`config.mk`:
```
export PLATFORM = sky130hd
export DESIGN_NAME = strength_change_logger_flat
export DESIGN_NICKNAME = d
export VERILOG_FILES = /design/src/rtl/strength_log_pkg.sv /design/src/rtl/strength_change_logger_if.sv /design/src/rtl/sync_fifo_fwft.sv /design/src/rtl/strength_change_logger.sv /design/src/flat_wrapper.sv
export SDC_FILE = /design/constraint.sdc
export NUM_CORES = 1
export LEC_CHECK = 0
export BUFFER_PORTS_ARGS = -buffer_cell sky130_fd_sc_hd__buf_2
export CORE_MARGIN = 3
export CORE_UTILIZATION = 48
export CTS_BUF_LIST = sky130_fd_sc_hd__clkbuf_8
export DETAILED_ROUTE_END_ITERATION = 10
export PLACE_DENSITY = 0.67
export SYNTH_ARGS = -nofsm -noshare
export SYNTH_HDL_FRONTEND = slang
export SYNTH_HIERARCHICAL = 1
export SYNTH_SLANG_ARGS = --single-unit
```
`constraint.sdc`:
```
create_clock -name clk -period 7.9 [get_ports clk]
set_clock_uncertainty 0.2 [all_clocks]
set_input_delay 0.79 -clock clk [delete_from_list [all_inputs] [get_ports clk]]
set_output_delay 0.79 -clock clk [all_outputs]
set_load 0.01 [all_outputs]
```
`src/rtl/strength_log_pkg.sv`:
```
// strength_log_pkg: shared encodings, constants and FSM state for the strength change logger.
// Macro STRENGTH_CHANGE_LOG_EN selects the comparison mask: defined compares the full
// 8-bit code, undefined compares only the value field [7:6].
package strength_log_pkg;
    localparam int CODE_W  = 8;
    localparam int VAL_LSB = 6;
    localparam int S0_LSB  = 3;
    localparam int S1_LSB  = 0;
    localparam logic [1:0] V_0 = 2'b00;
    localparam logic [1:0] V_1 = 2'b01;
    localparam logic [1:0] V_Z = 2'b10;
    localparam logic [1:0] V_X = 2'b11;
    localparam logic [CODE_W-1:0] SHADOW_RST = {V_Z, 3'd0, 3'd0};
`ifdef STRENGTH_CHANGE_LOG_EN
    localparam logic [CODE_W-1:0] CMP_MASK = 8'hFF;
`else
    localparam logic [CODE_W-1:0] CMP_MASK = 8'hC0;
`endif
    typedef enum logic {IDLE, SCAN} state_e;
endpackage

```
`src/rtl/strength_change_logger_if.sv`:
```
// strength_change_logger_if: sample strobe and record-drain signals of the change logger.
// Ports: net_in/sample_en/rec_ready driven by master; sample_rdy, rec_valid, rec_idx,
// rec_val, rec_ts, fifo_count driven by slave (the logger).
interface strength_change_logger_if #(
    parameter int NUM_NETS = 8,
    parameter int TS_W     = 16,
    parameter int DEPTH    = 16
);
    logic [NUM_NETS*8-1:0]       net_in;
    logic                        sample_en;
    logic                        sample_rdy;
    logic                        rec_valid;
    logic                        rec_ready;
    logic [$clog2(NUM_NETS)-1:0] rec_idx;
    logic [7:0]                  rec_val;
    logic [TS_W-1:0]             rec_ts;
    logic [$clog2(DEPTH):0]      fifo_count;
    modport master (output net_in, sample_en, rec_ready,
                    input  sample_rdy, rec_valid, rec_idx, rec_val, rec_ts, fifo_count);
    modport slave  (input  net_in, sample_en, rec_ready,
                    output sample_rdy, rec_valid, rec_idx, rec_val, rec_ts, fifo_count);
endinterface

```
`src/rtl/sync_fifo_fwft.sv`:
```
// sync_fifo_fwft: first-word-fall-through FIFO, W bits wide, DEPTH (power of 2) entries.
// Ports: clk, rst_n (async low); push/din write; pop consumes head; dout shows head
// (zero when empty); full, empty, count status.
module sync_fifo_fwft #(
    parameter int W     = 8,
    parameter int DEPTH = 16
) (
    input  logic                     clk,
    input  logic                     rst_n,
    input  logic                     push,
    input  logic [W-1:0]             din,
    input  logic                     pop,
    output logic [W-1:0]             dout,
    output logic                     full,
    output logic                     empty,
    output logic [$clog2(DEPTH):0]   count
);
    localparam int AW = $clog2(DEPTH);
    logic [W-1:0]  mem_q [DEPTH];
    logic [AW-1:0] wr_q, wr_d, rd_q, rd_d;
    logic [AW:0]   cnt_q, cnt_d;
    logic          do_push, do_pop;
    always_comb begin
        empty   = cnt_q == '0;
        full    = cnt_q == (AW+1)'(DEPTH);
        do_pop  = pop && !empty;
        // a pop in the same cycle frees the slot, so a push into a full FIFO is legal
        do_push = push && (!full || do_pop);
        wr_d    = wr_q + AW'(do_push);
        rd_d    = rd_q + AW'(do_pop);
        cnt_d   = cnt_q + (AW+1)'(do_push) - (AW+1)'(do_pop);
        dout    = empty ? '0 : mem_q[rd_q];
        count   = cnt_q;
    end
    always_ff @(posedge clk or negedge rst_n) begin
        if (!rst_n) begin
            wr_q  <= '0;
            rd_q  <= '0;
            cnt_q <= '0;
        end else begin
            wr_q  <= wr_d;
            rd_q  <= rd_d;
            cnt_q <= cnt_d;
        end
    end
    always_ff @(posedge clk) begin
        if (do_push) mem_q[wr_q] <= din;
    end
endmodule

```
`src/rtl/strength_change_logger.sv`:
```
// strength_change_logger: logs per-net value/strength changes as time-stamped FIFO records.
// Ports: clk, rst_n (async low); bus (slave modport): net_in codes, sample_en/sample_rdy
// strobe, rec_valid/rec_ready/rec_idx/rec_val/rec_ts record drain, fifo_count.
// Macro STRENGTH_CHANGE_LOG_EN: defined logs strength-only changes too; undefined
// compares only the value field.
module strength_change_logger
    import strength_log_pkg::*;
#(
    parameter int NUM_NETS = 8,
    parameter int TS_W     = 16,
    parameter int DEPTH    = 16
) (
    input logic                    clk,
    input logic                    rst_n,
    strength_change_logger_if.slave bus
);
    localparam int IW = $clog2(NUM_NETS);
    localparam int RW = IW + CODE_W + TS_W;
    state_e                state_q, state_d;
    logic [NUM_NETS-1:0]   pending_q, pending_d, changed;
    logic [CODE_W-1:0]     shadow_q [NUM_NETS];
    logic [CODE_W-1:0]     shadow_d [NUM_NETS];
    logic [TS_W-1:0]       ts_q, ts_d, ts_latch_q, ts_latch_d;
    logic [IW-1:0]         pick;
    logic                  push, full, empty;
    logic [RW-1:0]         head;
    always_comb begin
        pick = '0;
        // descending scan so the lowest pending index wins
        for (int i = NUM_NETS - 1; i >= 0; i--) if (pending_q[i]) pick = IW'(i);
        for (int i = 0; i < NUM_NETS; i++)
            changed[i] = ((bus.net_in[CODE_W*i +: CODE_W] ^ shadow_q[i]) & CMP_MASK) != '0;
    end
    always_comb begin
        state_d    = state_q;
        pending_d  = pending_q;
        shadow_d   = shadow_q;
        ts_d       = ts_q + 1'b1;
        ts_latch_d = ts_latch_q;
        push       = 1'b0;
        if (state_q == IDLE) begin
            if (bus.sample_en) begin
                pending_d  = changed;
                ts_latch_d = ts_q;
                state_d    = |changed ? SCAN : IDLE;
                for (int i = 0; i < NUM_NETS; i++)
                    shadow_d[i] = changed[i] ? bus.net_in[CODE_W*i +: CODE_W] : shadow_q[i];
            end
        end else if (!full || bus.rec_ready) begin
            push            = 1'b1;
            pending_d[pick] = 1'b0;
            state_d         = pending_d == '0 ? IDLE : SCAN;
        end
    end
    always_ff @(posedge clk or negedge rst_n) begin
        if (!rst_n) begin
            state_q    <= IDLE;
            pending_q  <= '0;
            ts_q       <= '0;
            ts_latch_q <= '0;
            for (int i = 0; i < NUM_NETS; i++) shadow_q[i] <= SHADOW_RST;
        end else begin
            state_q    <= state_d;
            pending_q  <= pending_d;
            ts_q       <= ts_d;
            ts_latch_q <= ts_latch_d;
            shadow_q   <= shadow_d;
        end
    end
    sync_fifo_fwft #(.W(RW), .DEPTH(DEPTH)) u_fifo (
        .clk   (clk),
        .rst_n (rst_n),
        .push  (push),
        .din   ({pick, shadow_q[pick], ts_latch_q}),
        .pop   (bus.rec_ready),
        .dout  (head),
        .full  (full),
        .empty (empty),
        .count (bus.fifo_count)
    );
    assign bus.sample_rdy = state_q == IDLE;
    assign bus.rec_valid  = !empty;
    assign {bus.rec_idx, bus.rec_val, bus.rec_ts} = head;
endmodule

```
`src/flat_wrapper.sv`:
```
// flat-port wrapper written by rule: the top's interface ports become plain ports
module strength_change_logger_flat import strength_log_pkg::*;
#(
    parameter int NUM_NETS = 8,
    parameter int TS_W     = 16,
    parameter int DEPTH    = 16
)
  (clk, rst_n, bus_net_in, bus_sample_en, bus_rec_ready, bus_sample_rdy, bus_rec_valid, bus_rec_idx, bus_rec_val, bus_rec_ts, bus_fifo_count);
  strength_change_logger_if #(.NUM_NETS(NUM_NETS), .TS_W(TS_W), .DEPTH(DEPTH)) bus_i ();
  input logic clk;
  input logic rst_n;
  input wire logic [$bits(bus_i.net_in)-1:0] bus_net_in;
  input wire logic [$bits(bus_i.sample_en)-1:0] bus_sample_en;
  input wire logic [$bits(bus_i.rec_ready)-1:0] bus_rec_ready;
  output wire logic [$bits(bus_i.sample_rdy)-1:0] bus_sample_rdy;
  output wire logic [$bits(bus_i.rec_valid)-1:0] bus_rec_valid;
  output wire logic [$bits(bus_i.rec_idx)-1:0] bus_rec_idx;
  output wire logic [$bits(bus_i.rec_val)-1:0] bus_rec_val;
  output wire logic [$bits(bus_i.rec_ts)-1:0] bus_rec_ts;
  output wire logic [$bits(bus_i.fifo_count)-1:0] bus_fifo_count;
  assign bus_i.net_in = bus_net_in;
  assign bus_i.sample_en = bus_sample_en;
  assign bus_i.rec_ready = bus_rec_ready;
  assign bus_sample_rdy = bus_i.sample_rdy;
  assign bus_rec_valid = bus_i.rec_valid;
  assign bus_rec_idx = bus_i.rec_idx;
  assign bus_rec_val = bus_i.rec_val;
  assign bus_rec_ts = bus_i.rec_ts;
  assign bus_fifo_count = bus_i.fifo_count;
  strength_change_logger #(.NUM_NETS(NUM_NETS), .TS_W(TS_W), .DEPTH(DEPTH)) u_core (.clk(clk), .rst_n(rst_n), .bus(bus_i));
endmodule
```
After elaboration in Yosys (flattened, before gate mapping)
Memories as Yosys holds them, arrays and structs flattened.
Index checks and enable logic that the tools add are counted.
{"block": "op_classes", "add_sub_neg": 5, "magnitude_cmp": 3, "n_eq_ne": 2, "n_mux": 26, "n_bitwise": 12, "reduce_logical": 29}
{"op": "$reduce_bool 8->1", "n": 8}
{"op": "$xor 8x8->8", "n": 8}
{"op": "$mux 8", "n": 5}
{"op": "$mux 27", "n": 1}
{"op": "$bmux 8 s3", "n": 1}
{"op": "$mux 3", "n": 8}
{"op": "$reduce_and 3->1", "n": 8}
{"op": "$add 16x1->16 const B", "n": 1}
{"op": "$mux 1", "n": 10}
{"op": "$add 4x1->4", "n": 2}
{"op": "$and 8x8->8", "n": 1}
{"op": "$logic_not 8->1", "n": 1}
{"op": "$not 8->8", "n": 1}
{"op": "$reduce_or 8->1", "n": 1}
{"op": "$add 5x1->5", "n": 1}
{"op": "$eq 5x5->1 const B", "n": 1}
{"op": "$logic_not 5->1", "n": 1}
{"op": "$sub 5x1->5", "n": 1}
{"op": "$ge 4x4->1 const B", "n": 1}
{"op": "$lt 3x4->1 const B", "n": 1}
{"op": "$not 3->4", "n": 1}
{"op": "$reduce_and 2->1", "n": 2}
{"op": "$demux 1 s3", "n": 1}
{"op": "$ge 3x1->1 const B", "n": 1}
{"op": "6 further kinds", "n": 10}
{"block": "word_totals", "register_bits": 118, "ram_bits": 432, "inputBits": 68, "out_inout_bits": 34, "wordCells": 93, "mem_count": 1}
{"name": "u_core.u_fifo.mem_q", "depth": 16, "word_bits": 27, "rd": 1, "rd_ports_with_merged_regs": 0, "wr": 1, "line": "sync_fifo_fwft.sv:19", "source": "logic [W-1:0] mem_q [DEPTH];"}

Depth between registers and ports, before layout
{"block": "logic_depth", "depth_word": 18, "mapped_depth": 16, "depth_no_buf": 16}

By module
The synthesis kept the hierarchy.
{"module": "sync_fifo_fwft", "instances": 1, "cells_each": 743, "area_per_inst_um2": 17184.0, "seq_area_each_um2": 13297.8}
{"module": "strength_change_logger", "instances": 1, "cells_each": 480, "area_per_inst_um2": 5043.6, "seq_area_each_um2": 2637.5}

Worst setup path before layout
No wires, ideal clock.
{"block": "synth_timing", "path_kind": "flip-flop to flip-flop", "start": "register u_core.u_fifo.cnt_q[2] (netlist: u_core/u_fifo/count[2])", "end": "memory u_core/u_fifo/mem_q[12][0] (netlist bit) (enable)", "setup_ps": 479, "t_arrival_ps": 4198, "t_required_ps": 7221, "path_slack_ps": 3022, "stages_incl_launch_ff": 9, "path_buffers": 0, "period_less_slack_ps": 4878, "path_cell_list": "dfrtp_1 > inv_1 > ha_1 > nand4bb_1 > inv_1 > nor2b_1 > nor2_1 > o21ai_0 > nor4_1"}
{"block": "synth_between", "elab_chain_len": 8, "elab_cells_between_ends": 12, "cone_classes": "1 x eq/ne; 4 x mux; 7 x reduce/logical"}
{"item": "from (decl)", "line": "sync_fifo_fwft.sv:21", "source": "logic [AW:0] cnt_q, cnt_d;"}
{"item": "from (signal assigned)", "line": "sync_fifo_fwft.sv:43", "source": "cnt_q <= cnt_d;"}
{"item": "$eq 5x5->1", "line": "sync_fifo_fwft.sv:25", "source": "full = cnt_q == (AW+1)'(DEPTH);"}
{"item": "via u_core.full", "line": "strength_change_logger.sv:25", "source": "logic push, full, empty;"}
{"item": "$logic_not 1->1", "line": "strength_change_logger.sv:49", "source": "end else if (!full || bus.rec_ready) begin"}
{"item": "$logic_or 1x1->1", "line": "strength_change_logger.sv:49"}
{"item": "$mux 1", "line": "strength_change_logger.sv:49"}
{"item": "$mux 1", "line": "strength_change_logger.sv:41", "source": "if (state_q == IDLE) begin"}
{"item": "via u_core.push", "line": "strength_change_logger.sv:25"}
{"item": "$logic_and 1x1->1", "line": "sync_fifo_fwft.sv:28", "source": "do_push = push && (!full || do_pop);"}
{"item": "$mux 1", "line": "sync_fifo_fwft.sv:47", "source": "if (do_push) mem_q[wr_q] <= din;"}
{"item": "$mux 1 (not written as such)", "line": "sync_fifo_fwft.sv:47"}
{"item": "to (decl)", "line": "sync_fifo_fwft.sv:19"}
The timed path passes the listed nets, and every way through them passes these cells.

Final worst setup path
{"block": "layout_timing", "start": "register u_core.u_fifo.rd_q[0]", "end": "output port bus_rec_ts[13]"}
{"block": "layout_between", "elab_chain_len": 2}
{"item": "from (decl)", "line": "sync_fifo_fwft.sv:20", "source": "logic [AW-1:0] wr_q, wr_d, rd_q, rd_d;"}
{"item": "from (signal assigned)", "line": "sync_fifo_fwft.sv:42", "source": "rd_q <= rd_d;"}
{"item": "$mem_v2 16x27"}
{"item": "$mux 27", "line": "sync_fifo_fwft.sv:32", "source": "dout = empty ? '0 : mem_q[rd_q];"}
{"item": "to (decl)", "line": "flat_wrapper.sv:19", "source": "output wire logic [$bits(bus_i.rec_ts)-1:0] bus_rec_ts;"}
Every way passes these cells.

==> flow_summary.toml <==
[critical_path]
endpoint_kind = "output pin"
startpoint = "u_core/u_fifo/rd_q[0]"
crit_required_ps = 6910
crit_arrival_ps = 3540
reg2reg_to = "u_core/u_fifo/mem_q[6][19]"
start_kind = "register"
reg2reg_slack_ps = 3810
critPathMaxFanout = 60
reg2regPathDepth = 10
timing.rr.start = "u_core/u_fifo/count[2]"
worstSetupPathType = "reg2out"
endpoint = "bus_rec_ts[13]"

[global_routing]
grt_max_degree = 68
grt_pass1_wl_mm = 74.8
overflow = 0
antenna_found_initial = 4
grt_pass1_vias = 12400
grt_usage = 0.200

[drt]
via_per_inst = 5.71
postRouteWirelength_mm = 48.3
drc = 0
drt_iter0_drc = 953
drtAntennaViolNets = 0
vias = 11700
first_pass_iters = 5
wl_per_cell_um = 23.6

[clocking]
cts_tree = "yes"
postCtsHoldBufs = 1
insertion_delay_ps = 640
clock_sinks = 550
cts_buffers = 87
post_cts_resized = 0
cts_root_buf = "clkbuf_8"
clkTransAtPathRegs_ps = 60
h-tree-depth = 3
clock_path_buffers = 3
cts_setup_buffers = 0

[power]
leakagePower_nw = 9.09
p_sw_frac = 0.343
clock_power_share = 0.213
p_total_mw = 10.5
pwr-share-comb = 0.336
p_int_mw = 6.92
p_seq_frac = 0.451
vdd_drop_max_mv = 0.232
p_sw_mw = 3.61
powerDensity_nw_per_um2 = 418

[floorplanning]
die_area_um2 = 48900
rows = 78
core_um2 = 45600
io_pins = 102
die_h_um = 221
die_x_um = 221
initial_core_util = 0.488

[synthesis]
synth_xor_area_frac = 0.0154
synth-compound-area-share = 0.0498
yosys_warnings = 6
synth_largest_area_cell = "edfxtp_1"
yosysUniqueCellTypes = 58
synth-main-ff-cell = "edfxtp_1"
synthTopCellsByCount = "432 x edfxtp_1, 110 x dfrtp_1, 104 x nand2_1"
synth-simple-area-share = 0.0471
syn_avg_cell_area_um2 = 18.2
synth_top_cells_by_area = "edfxtp_1 58%, dfrtp_1 12%, mux4_2 9.9%, mux2_2 2.4%, nand2_1 1.8%"
syn_area_um2 = 22200
synth_top_family_by_area = "multiplexers"
yosysSeqAreaShare = 0.717
async_flop_share = 0.215
syn_nets = 1302
synth_adder_area_share = 0.00698
syn_inst = 1223
synth-edff-count = 432
ys_seq_elements = 550
synth.area.mux_share = 0.147
synth_most_common_cell = "edfxtp_1"
synth_top_cell_area_share = 0.584

[timing]
report.final.slew_viol_count = 0
finalSetupViolCount = 0
hold_slack_ps = 162
setup_tns_ps = 0
hold_viol = 0
worstMarginPinSlew_ps = 1310
grt_setup_unrepaired = "no"
fmax_mhz = 221
fin_ws_ps = 3370
min_period_ps = 4530
post-route-period-util = 0.574
slew-limit-headroom = 0.121

[placement]
place_inst = 1893
dp_hpwl_mm = 28.6
dp_slack_ps = 3890
io_buffer_count = 101
placed_cell_area_um2 = 23500
gp_congestion = 0.817

[cells_and_area]
syn2layout_area_growth_pct = 13.3
final_layout_size_suffix_gt1_frac = 0.309
fin_area_um2 = 25200
fill_cells = 3550
multi_input_area_um2 = 6020
post-route-util = 0.552
seq_area_um2 = 15900
instances_no_fill = 2051
fin_nets = 1462

[min_path]
hp-class = "in2reg"

[run]
drv_cap = 0

[outcome]
status = "finished clean"
[critical path, cell delays in order (launching register included)]
cell and delay (ps):
dfrtp_4 1120, buf_12 480, mux4_4 720, a22oi_2 190
o31ai_1 100, buf_2 170
[worst min-delay path by stage]
stage | start | endpoint | slack [ps] | depth (start not counted)
after floorplan | u_core/ts_q[15] | u_core/ts_q[15] | 250 | 1
after global placement | u_core/shadow_q[63] | u_core/shadow_q[63] | 260 | 2
after detailed placement | u_core/shadow_q[31] | u_core/shadow_q[31] | 260 | 2
after CTS | bus_net_in[39] | u_core/shadow_q[31] | 110 | 3
after global routing | bus_net_in[34] | u_core/shadow_q[26] | 130 | 2
final | bus_net_in[39] | u_core/shadow_q[31] | 160 | 3
[layer usage]
metal	routed length, um	vias to the layer above	track usage
met5	21	-	0
met4	992	4	0.0590
met3	3090	81	0.0406
met2	23200	368	0.322
met1	21000	6058	0.280
li1	-	5196	-
[placed cells by master, fill, tap and decap left out, types with 6 or more instances in the layout]
cell        n
a21boi_0   16
a21o_1      6
a21oi_1    18
a22oi_1    17
a22oi_2    10
and3_1     20
buf_2     100
buf_4      32
clkbuf_8   93
clkinv_1   15
clkinv_2    6
dfrtp_1   107
dfstp_2     8
edfxtp_1  432
ha_1       10
inv_1      47
mux2_2     48
mux2i_1    27
mux4_2     98
mux4_4     10
nand2_1   104
nand2b_1    6
nand3_1     9
nand4_1    17
nor2_1      9
nor3_2     10
nor3b_1     8
o21a_1      8
o21ai_0    29
o221ai_1    9
o31ai_1    27
xnor2_1    33
xor2_1      6
[power by group through the flow]
| stage | Combinational, mW | Sequential (mW) | Clock, mW |
|---|---|---|---|
| 6_report | 3.53 | 4.75 | 2.25 |
| 5_1_grt | 3.85 | 4.84 | 2.45 |
| 4_1_cts | 3.58 | 4.76 | 2.31 |
| 3_5_place_dp | 3.56 | 4.82 | 0 |
| 3_3_place_gp | 3.50 | 4.78 | 0 |
| 2_1_floorplan | 2.55 | 4.54 | 0 |
[kinds of logic after synthesis]
logic type | after synthesis
buffers and inverters | 79
xor gates and xnor gates | 39
adders and majority gates | 12
and+or+nand+nor | 207
AOI/OAI and AO/OA | 153
muxes | 183
DFF | 550
[layout make-up]
type,count,area share
Sequential cell,550,0.633
Inverter,16,0.00239
Clock inverter,61,0.0137
Clock buffer,93,0.0508
Antenna cell,3,0.000298
Multi-Input combinational cell,594,0.239
Tap cell,600,0.0298
Timing Repair Buffer,134,0.0306
[sequential cells by signal, indices dropped and copies added (netlist names)]
name	cells
u_core/ts_latch_q	16
u_core/u_fifo/rd_q	4
u_core/shadow_q	64
u_core/state_q	1
u_core/ts_q	16
u_core/u_fifo/mem_q	432
u_core/pending_q	8
u_core/u_fifo/count	5
u_core/u_fifo/wr_q	4
Note: power is estimated with default switching activity, not from simulation.
